===== config.mk =====
export PLATFORM = sky130hd
export DESIGN_NAME = ysyx_25020047_ifu_fetch
export DESIGN_NICKNAME = d
export VERILOG_FILES = /design/src/rtl/ysyx_25020047_ifu_fetch.sv
export SDC_FILE = /design/constraint.sdc
export NUM_CORES = 1
export LEC_CHECK = 0
export CELL_PAD_IN_SITES_DETAIL_PLACEMENT = 0
export CELL_PAD_IN_SITES_GLOBAL_PLACEMENT = 1
export CORE_UTILIZATION = 31
export DETAILED_ROUTE_END_ITERATION = 8
export GPL_TIMING_DRIVEN = 0
export PLACE_DENSITY_LB_ADDON = 0.1
export SYNTH_ARGS = -nofsm -noshare
export SYNTH_HDL_FRONTEND = slang
export SYNTH_SLANG_ARGS = --single-unit

===== constraint.sdc =====
create_clock -name clk -period 2.22 [get_ports clk]
set_input_delay 0.222 -clock clk [delete_from_list [all_inputs] [get_ports clk]]
set_output_delay 0.222 -clock clk [all_outputs]
set_load 0.01 [all_outputs]

===== src/rtl/ysyx_25020047_ifu_fetch.sv =====
// ysyx_25020047_ifu_fetch
//
// Multi-cycle instruction fetch unit. It holds the architectural PC and
// fetches one instruction at a time over a valid/ready read channel. It
// presents the instruction to the IDU through a valid/ready handshake. It
// then waits for the next PC from the WBU before it starts the next fetch.
//
// Ports
//   clk, rst          core clock; asynchronous active-low reset
//   ifu_ar*           read request channel (address = pc)
//   ifu_r*            read data channel (rresp != 0 marks a bus error)
//   out_*             instruction handed to the IDU, with its PC and fault flag
//   wb_valid/wb_dnpc  next PC from the WBU, consumed only in EXEC
//   pc                current architectural PC
//   fetch_cnt         number of instructions delivered to the IDU (wraps)
module ysyx_25020047_ifu_fetch #(
  parameter logic [31:0] RESET_PC = 32'h8000_0000
) (
  input  logic        clk,
  input  logic        rst,
  output logic        ifu_arvalid,
  output logic [31:0] ifu_araddr,
  input  logic        ifu_arready,
  input  logic        ifu_rvalid,
  input  logic [31:0] ifu_rdata,
  input  logic [1:0]  ifu_rresp,
  output logic        ifu_rready,
  output logic        out_valid,
  input  logic        out_ready,
  output logic [31:0] out_inst,
  output logic [31:0] out_pc,
  output logic        out_err,
  input  logic        wb_valid,
  input  logic [31:0] wb_dnpc,
  output logic [31:0] pc,
  output logic [31:0] fetch_cnt
);

  localparam logic [2:0] S_IDLE = 3'd0;
  localparam logic [2:0] S_REQ  = 3'd1;
  localparam logic [2:0] S_WAIT = 3'd2;
  localparam logic [2:0] S_HOLD = 3'd3;
  localparam logic [2:0] S_EXEC = 3'd4;

  logic [2:0]  state_q, state_d;
  logic [31:0] pc_q, pc_d;
  logic [31:0] fetch_cnt_q, fetch_cnt_d;
  logic [31:0] inst_q, inst_d;
  logic        err_q, err_d;

  always_comb begin
    state_d     = state_q;
    pc_d        = pc_q;
    fetch_cnt_d = fetch_cnt_q;
    inst_d      = inst_q;
    err_d       = err_q;
    unique case (state_q)
      S_IDLE: state_d = S_REQ;
      S_REQ: begin
        if (ifu_arready) state_d = S_WAIT;
      end
      S_WAIT: begin
        if (ifu_rvalid) begin
          inst_d  = ifu_rdata;
          err_d   = (ifu_rresp != 2'b00);
          state_d = S_HOLD;
        end
      end
      S_HOLD: begin
        // Error fetches are counted like any other delivery.
        if (out_ready) begin
          fetch_cnt_d = fetch_cnt_q + 32'd1;
          state_d     = S_EXEC;
        end
      end
      S_EXEC: begin
        if (wb_valid) begin
          pc_d = wb_dnpc;
          if (wb_dnpc[1:0] == 2'b00) begin
            state_d = S_REQ;
          end else begin
            // A misaligned target never reaches the bus. It is reported as
            // a faulting instruction so the IDU/EXU can raise the trap.
            inst_d  = 32'd0;
            err_d   = 1'b1;
            state_d = S_HOLD;
          end
        end
      end
      default: state_d = S_IDLE;
    endcase
  end

  always_ff @(posedge clk or negedge rst) begin
    if (!rst) begin
      state_q     <= S_IDLE;
      pc_q        <= RESET_PC;
      fetch_cnt_q <= 32'd0;
      inst_q      <= 32'd0;
      err_q       <= 1'b0;
    end else begin
      state_q     <= state_d;
      pc_q        <= pc_d;
      fetch_cnt_q <= fetch_cnt_d;
      inst_q      <= inst_d;
      err_q       <= err_d;
    end
  end

  // Handshake outputs decode only the registered state, so they have no
  // combinational path from any input.
  assign ifu_arvalid = (state_q == S_REQ);
  assign ifu_rready  = (state_q == S_WAIT);
  assign out_valid   = (state_q == S_HOLD);
  assign ifu_araddr  = pc_q;
  assign out_pc      = pc_q;
  assign out_inst    = inst_q;
  assign out_err     = err_q;
  assign pc          = pc_q;
  assign fetch_cnt   = fetch_cnt_q;

endmodule


# After elaboration in Yosys (flattened, before gate mapping)
# Index checks and enable logic that the tools add are counted.
[classes]
eq_ne = 9
n_mux = 14
n_addsub = 1
reduce_logical = 8
[op_table]
columns = ["operator", "count"]
rows = [
  ["$mux 32", 3],
  ["$pmux 32 s2", 1],
  ["$add 32x1->32 const B", 1],
  ["$pmux 3 s5", 1],
  ["$mux 3", 4],
  ["$reduce_and 4->1", 2],
  ["$eq 3x2->1 const B", 2],
  ["$ne 2x2->1 const B", 3],
  ["$ne 2x1->1 const B", 2],
  ["$reduce_and 2->1", 2],
  ["$reduce_bool 2->1", 2],
  ["$eq 3x1->1 const B", 1],
  ["$eq 3x3->1 const B", 1],
  ["$logic_not 3->1", 1],
  ["$mux 1", 3],
  ["$logic_not 2->1", 1],
  ["$mux 2", 1],
  ["$pmux 1 s2", 1],
]
[word_totals]
inputBits = 72
output_inout_bits = 164
register_bits = 100
word_cells = 37

# Longest topological paths before layout
# Gate-level depths: netlist (run 1).
[depth]
word_depth = 4
depth_mapped = 6
mapped_depth_nobuf = 4

# Least setup slack after synthesis (run 1)
# OpenSTA, ideal clock, no wires.
[synth_timing]
path_kind = "reg2reg"
start = "reg state_q[1]"
end = "reg pc_q[10], in the netlist ifu_araddr[10]"
setup_ps = 125
path_buffers = 1
slack_ps = 662
required_ps = 2095
path_stages_with_launch = 6
t_arrival_ps = 1433
synth_period_minus_slack_ps = 1558
cell_sequence = "dfrtp_1 > inv_1 > nand3_2 > nor2_2 > buf_4 > mux2_2"
[synth_between]
elab_chain_cells = 2
[synth_lines]
columns = ["element", "line", "text"]
rows = [
  ["start: declaration", "45", "logic [2:0] state_q, state_d;"],
  ["start signal: assignment", "102", "state_q <= state_d;"],
  ["$eq 3x3->1", "57", "unique case (state_q)"],
  ["$reduce_and 2->1 (no source line)", "-", ""],
  ["end signal: assignment", "103", "pc_q <= pc_d;"],
  ["end: declaration", "46", "logic [31:0] pc_q, pc_d;"],
]
# Every way passes these cells.
# A chain may end at the register's enable or synchronous reset.

# Worst setup path in the final report (run 1)
[layout_timing]
start = "reg state_q[1]"
end = "out ifu_rready"
[layout_between]
elab_chain_cells = 1
[layout_lines]
columns = ["element", "line", "text"]
rows = [
  ["$eq 3x2->1", "113", "assign ifu_rready = (state_q == S_WAIT);"],
  ["end: declaration", "27", "output logic ifu_rready,"],
]
# Every way passes these cells.

==> results of run 1 <==
[cells by family (layout without fill, tap and decap cells)]
| kind of cell | Yosys count | after routing | share of synthesized area (%) |
|---|---|---|---|
| compound gates | 9 | 9 | 1.18 |
| flops | 100 | 100 | 51.2 |
| fa+ha+maj | 1 | 1 | 0.256 |
| mux | 65 | 65 | 14.1 |
| xor+xnor | 31 | 31 | 5.55 |
| buf+inv | 118 | 371 | 15.4 |
| simple gates | 105 | 105 | 12.3 |
[timing repair]
action                                 4_1_cts  5_1_grt
gates resized for setup                      0        0
endpoints found under the hold margin       55        0
hold buffers                                 1        0
[sequential cells by signal (all words and copies together) (netlist names)]
signal / count
fetch_cnt: 32
ifu_araddr: 32
state_q: 3
out_err: 1
out_inst: 32
[cells in the mapped netlist, drive strengths merged]
library cell	instances
and4	6
inv	38
mux2	33
and3b	1
nor2b	2
dfrtp	99
ha	1
and3	9
xor2	4
o22ai	1
mux2i	32
and2	2
nand4	16
nor4	1
nor2	6
clkbuf	2
buf	78
nand2	46
o21ai	2
nand3	9
o22a	1
a21oi	4
xnor2	27
o2111ai	1
nand4b	3
nor3	4
dfstp	1
[worst reg2reg max path, cell delays in order (launching register included)]
cell	delay [ns]
dfrtp_1	0.47
inv_1	0.18
nand3_2	0.22
nor2_2	0.29
buf_4	0.26
mux2_2	0.35
[area by class of cell]
type                            count  share of cell area, %
Buffer                             80                   7.73
Clock buffer                       11                   3.21
Clock inverter                      5                   1.06
Inverter                           38                   1.81
Multi-Input combinational cell    211                   20.8
Sequential cell                   100                   31.8
Tap cell                          211                   3.35
Timing Repair Buffer              237                   30.3
[how the worst max path moves through the flow]
stage / startpoint / endpoint / depth (start not counted)
after CTS: state_q[1] / ifu_rready / 3
after global placement: rst / fetch_cnt[12] / 1
after global routing: state_q[1] / ifu_rready / 3
after floorplan: state_q[1] / ifu_araddr[10] / 5
final: state_q[1] / ifu_rready / 3
after detailed placement: out_ready / fetch_cnt[9] / 5
[layer usage]
layer | part of all wire, % | vias to the layer above | GRT usage (%) | wire [µm]
li1 | - | 1850 | - | -
met1 | 43 | 1803 | 21.2 | 5630
met2 | 48 | 149 | 27.5 | 6270
met3 | 7.0 | 11 | 3.89 | 906
met4 | 1.5 | 0 | 6.85 | 201
met5 | 0 | - | 0 | 0
[report_power, final]
group          switching (mW)  internal (mW)  total, mW
Clock                   0.703           1.05       1.75
Combinational            1.83           3.35       5.18
Sequential              0.555           2.48       3.04
Total                    3.09           6.89       9.97
[per-stage QoR]
| stage | instances | worst slack (ns) | util, % | setup TNS, ns |
|---|---|---|---|---|
| 3_3_place_gp | 875 | -3.10 | 49.0 | -308.27 |
| 5_1_grt | 893 | 0.109 | 51.4 | 0 |
| 4_1_cts | 893 | 0.191 | 51.4 | 0 |
| 6_report | 893 | 0.234 | 51.4 | 0 |
| 2_1_floorplan | 429 | 0.662 | - | 0 |
| 3_5_place_dp | 876 | 0.145 | 49.2 | 0 |
==> metrics.md, run 1 <==
| Metric | Value |
|---|---|
| Nets | `750` |
| DP Area | `7530 µm²` |
| Max frequency | `504 MHz` |
| Min-delay worst type | `primary input to register` |
| Hold WS | `0.428 ns` |
| H-tree Lvls | `3` |
| Worst r2r src | `state_q[1]` |
| Power per standard cell area | `1270 nW/µm²` |
| Library cells used by synthesis | `40` |
| Worst slew pin tran | `0.773 ns` |
| Area leader, netlist | `dfrtp_1` |
| Chip height | `128 µm` |
| Crit end category | `output pin` |
| Period utilization | `89.5%` |
| Commonest cells after routing, fill and taps aside | `234 x clkdlybuf4s50_1, 99 x dfrtp_1, 68 x buf_4, 46 x nand2_1, 38 x inv_1` |
| Startpoint Class | `register` |
| Routability Congestion | `0.728` |
| Crit-path max cell delay | `0.59 ns` |
| RSZ-0062 raised after global routing | `false` |
| Fin crit period | `1.99 ns` |
| Router iterations before antenna repair | `4` |
| Total power | `9.97 mW` |
| Hold path cells | `3` |
| Critical Path Fanout Max | `7` |
| Multi-input gate area | `1640 µm²` |
| Fin. Hold Viols | `0` |
| Final Slew Violations | `0` |
| Initial Utilization | `31.9%` |
| Synthesis Warnings | `0` |
| Total wire length | `13000 µm` |
| Critical path class | `register to output pin` |
| Max-Slew Margin vs Limit | `48.5%` |
| Max-cap violation count | `0` |
| Worst IR Drop VDD | `0.482 mV` |
| Reg2Reg Depth | `5` |
| Core area | `15300 µm²` |
| Commonest non-fill, non-tap cell in the layout | `clkdlybuf4s50_1` |
| Synthesized flop and latch total | `100` |
| Global-route wire length before repair | `20800 µm` |
| Synthesized Nets | `502` |
| Crit-path cells | `inv_1 > nor3_1 > clkdlybuf4s50_1` |
| Total track usage | `16.7%` |
| # DRC | `0` |
| CP max-delay cell | `clkdlybuf4s50_1` |
| Final clock skew | `0.0121 ns` |
| Top post-synthesis cells by area | `dfrtp_1 51%, buf_4 10%, mux2_2 7.4%` |
| Clock-pin slew on the worst setup and hold paths | `0.07 ns` |
| Hold path endpoint | `out_inst[12]` |
| CTS tree | `built` |
| Largest net degree at the start of global routing | `57` |
| Row Count | `45` |
| Post-DR vias/cell | `4.27` |
| WP data required | `2.00 ns` |
| Hold_sp | `ifu_rdata[12]` |
| Die ar. | `16300 µm²` |
| Final ANT Viol Nets | `0` |
| GRT Residual Overflow | `0` |
| Die Span X | `128 µm` |
| Register Area | `2500 µm²` |
| CTS Root Cell | `clkbuf_16` |
| Area grow syn2layout | `61.1%` |
| Fraction of layout cells with a size suffix above 1 | `20.8%` |
| Worst-skew pair later-pin latency | `0.35 ns` |
| Wire length per cell after detailed routing | `14.6 µm` |
| Maximum root-to-sink buffer count | `2` |
| Fill count | `1414` |
| Outcome | `finished, final reports clean` |
| CP Data Arrival Time | `1.76 ns` |
| LEAKAGE | `3.54 nW` |
| Initial antenna violation count | `0` |
| Via count | `3813` |
| Syn avg cell area | `11.4 µm²` |
| CTS Sinks | `100` |
| Number of global-route vias before repair | `3760` |
| Setup Viol. Count Final | `0` |
| Worst R2R End | `ifu_araddr[15]` |
| Port bufs | `235` |
| R2r setup slk | `0.34 ns` |
| Num CTS Buffers | `9` |
| Diode count | `0` |
| Ports | `236` |
| Design area | `7880 µm²` |
| Register area share after synthesis | `51.2%` |
| Cells after Synth | `429` |
| Detailed Route Iter0 Violations | `124` |
| Critical path buffer and inverter count | `2` |
| Post-Syn Area | `4890 µm²` |
| Synth top area share | `50.7%` |
| CP top delay family | `buffers and inverters` |
| DP HPWL | `9910 µm` |
| Setup Fix Bufs, Post-CTS | `0` |
Note: power is estimated with default switching activity, not from simulation.
==> inputs of run 2 (changes only) <==
--- a/config.mk
+++ b/config.mk
@@ -8,9 +8,11 @@
 export CELL_PAD_IN_SITES_DETAIL_PLACEMENT = 0
 export CELL_PAD_IN_SITES_GLOBAL_PLACEMENT = 1
 export CORE_UTILIZATION = 31
+export CTS_CLUSTER_DIAMETER = 30
 export DETAILED_ROUTE_END_ITERATION = 8
 export GPL_TIMING_DRIVEN = 0
 export PLACE_DENSITY_LB_ADDON = 0.1
+export SKIP_CTS_REPAIR_TIMING = 1
 export SYNTH_ARGS = -nofsm -noshare
 export SYNTH_HDL_FRONTEND = slang
 export SYNTH_SLANG_ARGS = --single-unit
==> run 2 against run 1 <==
Against the previous run: the run now ends with hold timing left; first-iteration DRC count increased by 6.5%; critical path type unchanged; cell count fell by 0.11%; highest routed layer unchanged; clock power is essentially flat.
==> metrics.md, run 2 (synthesized netlist as in run 1, its figures left out) <==
| Metric | Value |
|---|---|
| GRT Residual Overflow | `0 (unchanged)` |
| RSZ-0062 raised after global routing | `false (unchanged)` |
| Fin util | `51.4% (about the same)` |
| Dpl cells | `876 (unchanged)` |
| Nets | `749 (was 750)` |
| Internal Power | `6.89 mW (about the same)` |
| Port bufs | `235 (unchanged)` |
| Final Non-Filler Cells | `892 (was 893)` |
| Worst IR Drop VDD | `0.482 mV (about the same)` |
| Core area | `15300 µm² (unchanged)` |
| Failing checks | `hold timing` |
| Worst slew pin tran | `0.770 ns (was 0.773 ns)` |
| Commonest cells after routing, fill and taps aside | `234 x clkdlybuf4s50_1, 99 x dfrtp_1, 68 x buf_4, 46 x nand2_1, 38 x inv_1 (unchanged)` |
| Router iterations before antenna repair | `4 (unchanged)` |
| Largest net degree at the start of global routing | `57 (unchanged)` |
| Detailed Route Iter0 Violations | `132 (was 124)` |
| Wire length per cell after detailed routing | `14.6 µm (about the same)` |
| Crit end category | `output pin (unchanged)` |
| Clock-pin slew on the worst setup and hold paths | `0.07 ns (about the same)` |
| Initial antenna violation count | `0 (unchanged)` |
| CTS tree | `built (unchanged)` |
| Total wire length | `13000 µm (about the same)` |
| Post-DR vias/cell | `4.27 (about the same)` |
| Period utilization | `89.5% (about the same)` |
| Startpoint Class | `register (unchanged)` |
| Min-delay worst type | `primary input to asynchronous set/reset pin (was primary input to register)` |
| Row Count | `45 (unchanged)` |
| Final ANT Viol Nets | `0 (unchanged)` |
| Commonest non-fill, non-tap cell in the layout | `clkdlybuf4s50_1 (unchanged)` |
| Fin crit period | `1.99 ns (about the same)` |
| Share of power burned in registers | `30.5% (about the same)` |
| Final clock skew | `0.0121 ns (unchanged)` |
| Fraction of layout cells with a size suffix above 1 | `20.9% (was 20.8%)` |
| Critical path class | `register to output pin (unchanged)` |
| Combinational Power Share | `51.9% (about the same)` |
| CTS Root Cell | `clkbuf_16 (unchanged)` |
| Num CTS Buffers | `9 (unchanged)` |
| Maximum root-to-sink buffer count | `2 (unchanged)` |
| Fin. Hold Viols | `55 (was 0)` |
| Fill count | `1415 (was 1414)` |
| Total track usage | `16.7% (about the same)` |
| Max-cap violation count | `0 (unchanged)` |
| Global-route wire length before repair | `20800 µm (about the same)` |
| DP Area | `7530 µm² (unchanged)` |
| Multi-input gate area | `1640 µm² (unchanged)` |
| Setup Viol. Count Final | `0 (unchanged)` |
| Chip height | `128 µm (unchanged)` |
| Reg2Reg Depth | `5 (unchanged)` |
| Hold WS | `-0.0539 ns (was 0.428 ns)` |
| Ports | `236 (unchanged)` |
| Switching share of power | `30.9% (about the same)` |
| WP data required | `2.00 ns (about the same)` |
| Switch Pwr | `3.08 mW (was 3.09 mW)` |
| Max frequency | `504 MHz (about the same)` |
| Via count | `3811 (was 3813)` |
| Initial Utilization | `31.9% (unchanged)` |
| Final Slew Violations | `0 (unchanged)` |
| Worst-skew pair later-pin latency | `0.35 ns (about the same)` |
| Clock Power Share | `17.6% (about the same)` |
| Power per standard cell area | `1270 nW/µm² (about the same)` |
| Critical Path Fanout Max | `7 (unchanged)` |
| CP Data Arrival Time | `1.76 ns (about the same)` |
| Area grow syn2layout | `60.9% (was 61.1%)` |
| Total power | `9.97 mW (about the same)` |
| Design area | `7870 µm² (was 7880 µm²)` |
| Max-Slew Margin vs Limit | `48.6% (was 48.5%)` |
| Die ar. | `16300 µm² (unchanged)` |
| Outcome | `complete, but fails checks (was finished, final reports clean)` |
| Diode count | `0 (unchanged)` |
| Routability Congestion | `0.728 (unchanged)` |
| Register Area | `2500 µm² (unchanged)` |
| DP HPWL | `9910 µm (unchanged)` |
| Die Span X | `128 µm (unchanged)` |
| CTS Sinks | `100 (unchanged)` |
| Number of global-route vias before repair | `3753 (was 3760)` |
| # DRC | `0 (unchanged)` |
| H-tree Lvls | `3 (unchanged)` |
| LEAKAGE | `3.54 nW (about the same)` |
-- run 2: final timing paths --
kind	end	slack, ns	from
setup / recovery	ifu_rready	0.23	state_q[1]
hold / removal	ifu_araddr[8]	-0.05	rst
setup reg to reg	ifu_araddr[15]	0.34	state_q[1]
hold reg to reg	fetch_cnt[31]	0.49	fetch_cnt[31]
max in group asynchronous	ifu_araddr[31]	1.54	rst
min in group clk	out_inst[12]	0.43	ifu_rdata[12]
-- run 2: critical path, cell delays in order (launching register included) --
cell and delay (ns):
dfrtp_1 0.48, inv_1 0.16, nor3_1 0.19, clkdlybuf4s50_1 0.59
-- run 2: final cells by class --
type                            instances  share of cell area [%]
Sequential cell                       100                    31.8
Tap cell                              211                    3.36
Inverter                               38                    1.81
Clock buffer                           11                    3.21
Multi-Input combinational cell        211                    20.8
Timing Repair Buffer                  236                    30.2
Clock inverter                          5                    1.07
Buffer                                 80                    7.74
-- run 2: layer usage --
layer / up-vias / share of wire (%) / global-route usage (%)
met2: 149 / 48 / 27.4
met3: 11 / 7.1 / 3.94
met1: 1802 / 43 / 21.1
met4: 0 / 1.5 / 6.85
li1: 1849 / - / -
met5: - / 0 / 0
-- run 2: through the flow --
stage	TNS (ns)	worst slack (ns)
5_1_grt	0	0.109
2_1_floorplan	0	0.662
4_1_cts	0	0.191
3_5_place_dp	0	0.145
3_3_place_gp	-308.27	-3.10
6_report	0	0.234
-- run 2: power groups by stage --
stage | Sequential [mW] | Combinational, mW | Clock, mW
floorplan | 3.27 | 2.10 | 0
global placement | 3.06 | 5.20 | 0
detailed placement | 3.09 | 5.24 | 0
CTS | 3.06 | 5.25 | 1.81
global route | 3.15 | 5.55 | 1.88
finish | 3.04 | 5.18 | 1.75
==> inputs of run 3 (changes only) <==
--- a/config.mk
+++ b/config.mk
@@ -5,12 +5,12 @@
 export SDC_FILE = /design/constraint.sdc
 export NUM_CORES = 1
 export LEC_CHECK = 0
+export ABC_AREA = 1
 export CELL_PAD_IN_SITES_DETAIL_PLACEMENT = 0
 export CELL_PAD_IN_SITES_GLOBAL_PLACEMENT = 1
-export CORE_UTILIZATION = 31
+export CORE_UTILIZATION = 30
 export CTS_CLUSTER_DIAMETER = 30
 export DETAILED_ROUTE_END_ITERATION = 8
-export GPL_TIMING_DRIVEN = 0
 export PLACE_DENSITY_LB_ADDON = 0.1
 export SKIP_CTS_REPAIR_TIMING = 1
 export SYNTH_ARGS = -nofsm -noshare
==> run 3 against run 2 <==
Against the previous run: the flow now finishes without violations; setup slack improved by 0.012 ns; maximum frequency rose by 0.59%; die area rose by 8.6%; clock power fell by 5%.
==> metrics.md, run 3 <==
| Metric | Value |
|---|---|
| Outcome | `finished, final reports clean (was complete, but fails checks)` |
| Router iterations before antenna repair | `4 (unchanged)` |
| Routability Congestion | `0.808 (was 0.728)` |
| Number of global-route vias before repair | `4319 (was 3753)` |
| Power per standard cell area | `1150 nW/µm² (was 1270 nW/µm²)` |
| Commonest non-fill, non-tap cell in the layout | `clkdlybuf4s50_1 (unchanged)` |
| Period utilization | `88.9% (was 89.5%)` |
| Crit-path max cell delay | `0.62 ns (was 0.59 ns)` |
| Max frequency | `507 MHz (was 504 MHz)` |
| Post-synth EDFFs | `0 (unchanged)` |
| Total negative setup slack | `0 ns (unchanged)` |
| Num CTS Buffers | `9 (unchanged)` |
| Ports | `236 (unchanged)` |
| Min-delay worst type | `primary input to asynchronous set/reset pin (unchanged)` |
| Startpoint Class | `register (unchanged)` |
| Max-Slew Margin vs Limit | `61.1% (was 48.6%)` |
| Core area | `16600 µm² (was 15300 µm²)` |
| Fill count | `1581 (was 1415)` |
| Register Area | `2500 µm² (unchanged)` |
| WP data required | `2.00 ns (about the same)` |
| Fin crit period | `1.97 ns (was 1.99 ns)` |
| Post-synth ARST share | `100% (unchanged)` |
| CP max-delay cell | `clkdlybuf4s50_1 (unchanged)` |
| Critical path buffer and inverter count | `2 (unchanged)` |
| Cells after Synth | `552 (was 429)` |
| Initial Utilization | `30.9% (was 31.9%)` |
| Top post-synthesis cells by area | `dfrtp_1 48%, buf_4 9.8%, nand2_1 8.3% (was dfrtp_1 51%, buf_4 10%, mux2_2 7.4%)` |
| Area leader, netlist | `dfrtp_1 (unchanged)` |
| Final clock skew | `0.00666 ns (was 0.0121 ns)` |
| Synthesized flop and latch total | `100 (unchanged)` |
| Top post-synthesis cells by count | `114 x nand2_1, 99 x dfrtp_1, 67 x buf_4, 42 x inv_1, 42 x nand4_1 (was 99 x dfrtp_1, 67 x buf_4, 46 x nand2_1, 38 x inv_1)` |
| Multi-input gate area | `1850 µm² (was 1640 µm²)` |
| Worst slew pin tran | `0.583 ns (was 0.770 ns)` |
| Synth top area share | `48.1% (was 50.7%)` |
| Synthesized Nets | `625 (was 502)` |
| Total wire length | `14600 µm (was 13000 µm)` |
| Critical Path Fanout Max | `4 (was 7)` |
| Largest net degree at the start of global routing | `45 (was 57)` |
| RSZ-0062 raised after global routing | `false (unchanged)` |
| Nets | `796 (was 749)` |
| CP Data Arrival Time | `1.75 ns (was 1.76 ns)` |
| Chip height | `133 µm (was 128 µm)` |
| Commonest cells after routing, fill and taps aside | `234 x clkdlybuf4s50_1, 114 x nand2_1, 99 x dfrtp_1, 42 x inv_1, 42 x nand4_1 (was 234 x clkdlybuf4s50_1, 99 x dfrtp_1, 68 x buf_4, 46 x nand2_1, 38 x inv_1)` |
| Setup Viol. Count Final | `0 (unchanged)` |
| CTS tree | `built (unchanged)` |
| Final Slew Violations | `0 (unchanged)` |
| Final ANT Viol Nets | `0 (unchanged)` |
| # DRC | `0 (unchanged)` |
| Library cells used by synthesis | `29 (was 40)` |
| LEAKAGE | `3.39 nW (was 3.54 nW)` |
| Area grow syn2layout | `47.0% (was 60.9%)` |
| CP top delay family | `buffers and inverters (unchanged)` |
| Global-route wire length before repair | `23600 µm (was 20800 µm)` |
| Fin. Hold Viols | `0 (was 55)` |
| Max-cap violation count | `0 (unchanged)` |
| Maximum root-to-sink buffer count | `2 (unchanged)` |
| Initial antenna violation count | `1 (was 0)` |
| Post-DR vias/cell | `4.55 (was 4.27)` |
| H-tree Lvls | `3 (unchanged)` |
| Crit end category | `output pin (unchanged)` |
| Wire length per cell after detailed routing | `15.3 µm (was 14.6 µm)` |
| Row Count | `47 (was 45)` |
| Die Span X | `133 µm (was 128 µm)` |
| CTS Root Cell | `clkbuf_16 (unchanged)` |
| Total track usage | `17.2% (was 16.7%)` |
| Critical path class | `register to output pin (unchanged)` |
| GRT Residual Overflow | `0 (unchanged)` |
| Synthesis Warnings | `0 (unchanged)` |
| Detailed Route Iter0 Violations | `162 (was 132)` |
| Register area share after synthesis | `48.7% (was 51.2%)` |
| Fin util | `45.4% (was 51.4%)` |
| CTS Sinks | `100 (unchanged)` |
| Most common cell in the synthesized netlist | `nand2_1 (was dfrtp_1)` |
| Clock-pin slew on the worst setup and hold paths | `0.07 ns (about the same)` |
| DP HPWL | `11000 µm (was 9910 µm)` |
| Port bufs | `235 (unchanged)` |
| Worst IR Drop VDD | `0.562 mV (was 0.482 mV)` |
| Post-Syn Area | `5150 µm² (was 4890 µm²)` |
| Die ar. | `17700 µm² (was 16300 µm²)` |
| Via count | `4315 (was 3811)` |
| Fraction of layout cells with a size suffix above 1 | `7.01% (was 20.9%)` |
| Crit-path cells | `inv_2 > nand2_1 > nor2_2 > clkdlybuf4s50_1 (was inv_1 > nor3_1 > clkdlybuf4s50_1)` |
| Commonest register cell after synthesis | `dfrtp_1 (unchanged)` |
| Worst-skew pair later-pin latency | `0.34 ns (was 0.35 ns)` |
| Syn avg cell area | `9.32 µm² (was 11.4 µm²)` |
-- run 3: final timing paths --
| kind | from | cells after the start | slack, ns | to |
|---|---|---|---|---|
| setup / recovery | state_q[2] | 4 | 0.25 | ifu_rready |
| setup reg to reg | fetch_cnt[1] | 8 | 0.42 | fetch_cnt[24] |
| min in group clk | ifu_rdata[19] | 3 | 0.45 | out_inst[19] |
| max in group asynchronous | rst | 3 | 1.08 | ifu_araddr[31] |
| hold / removal | rst | 2 | 0.40 | fetch_cnt[24] |
| hold reg to reg | out_inst[15] | 2 | 0.48 | out_inst[15] |
-- run 3: logic make-up after synthesis --
| family | share of synthesized area, % |
|---|---|
| buf+inv | 15.4 |
| fa+ha+maj | 0.243 |
| flops | 48.7 |
| mux | 7.00 |
| compound gates | 4.06 |
| xor+xnor | 3.40 |
| simple gates | 21.2 |
-- run 3: final cells by class --
class | count | share of cell area [%]
Antenna cell | 1 | 0.0331
Timing Repair Buffer | 243 | 32.2
Inverter | 49 | 2.43
Multi-Input combinational cell | 320 | 24.5
Tap cell | 220 | 3.64
Sequential cell | 100 | 33.1
Clock buffer | 11 | 3.08
Clock inverter | 5 | 1.03
-- run 3: power breakdown --
group	switching [mW]	internal (mW)
Combinational	1.83	2.28
Clock	0.674	0.985
Sequential	0.478	2.42
-- run 3: routing by layer --
layer	vias to the layer above	GRT usage, %	share of wire [%]
met3	18	3.45	6.4
met5	-	0	0
met1	2048	20.7	41
li1	2073	-	-
met2	176	29.2	49
met4	0	8.43	2.8
-- run 3: through the flow --
stage / total power [mW] / setup WS (ns) / instances / area (µm²) / hold WS, ns
2_1_floorplan: 5.14 / 0.681 / 552 / 5150 / -0.0736
3_3_place_gp: 7.04 / 0.325 / 931 / 7240 / 0.244
3_5_place_dp: 7.11 / 0.236 / 931 / 7240 / 0.252
4_1_cts: 8.81 / 0.212 / 947 / 7550 / -0.127
5_1_grt: 9.26 / 0.158 / 949 / 7560 / 0.447
6_report: 8.67 / 0.246 / 949 / 7560 / 0.405
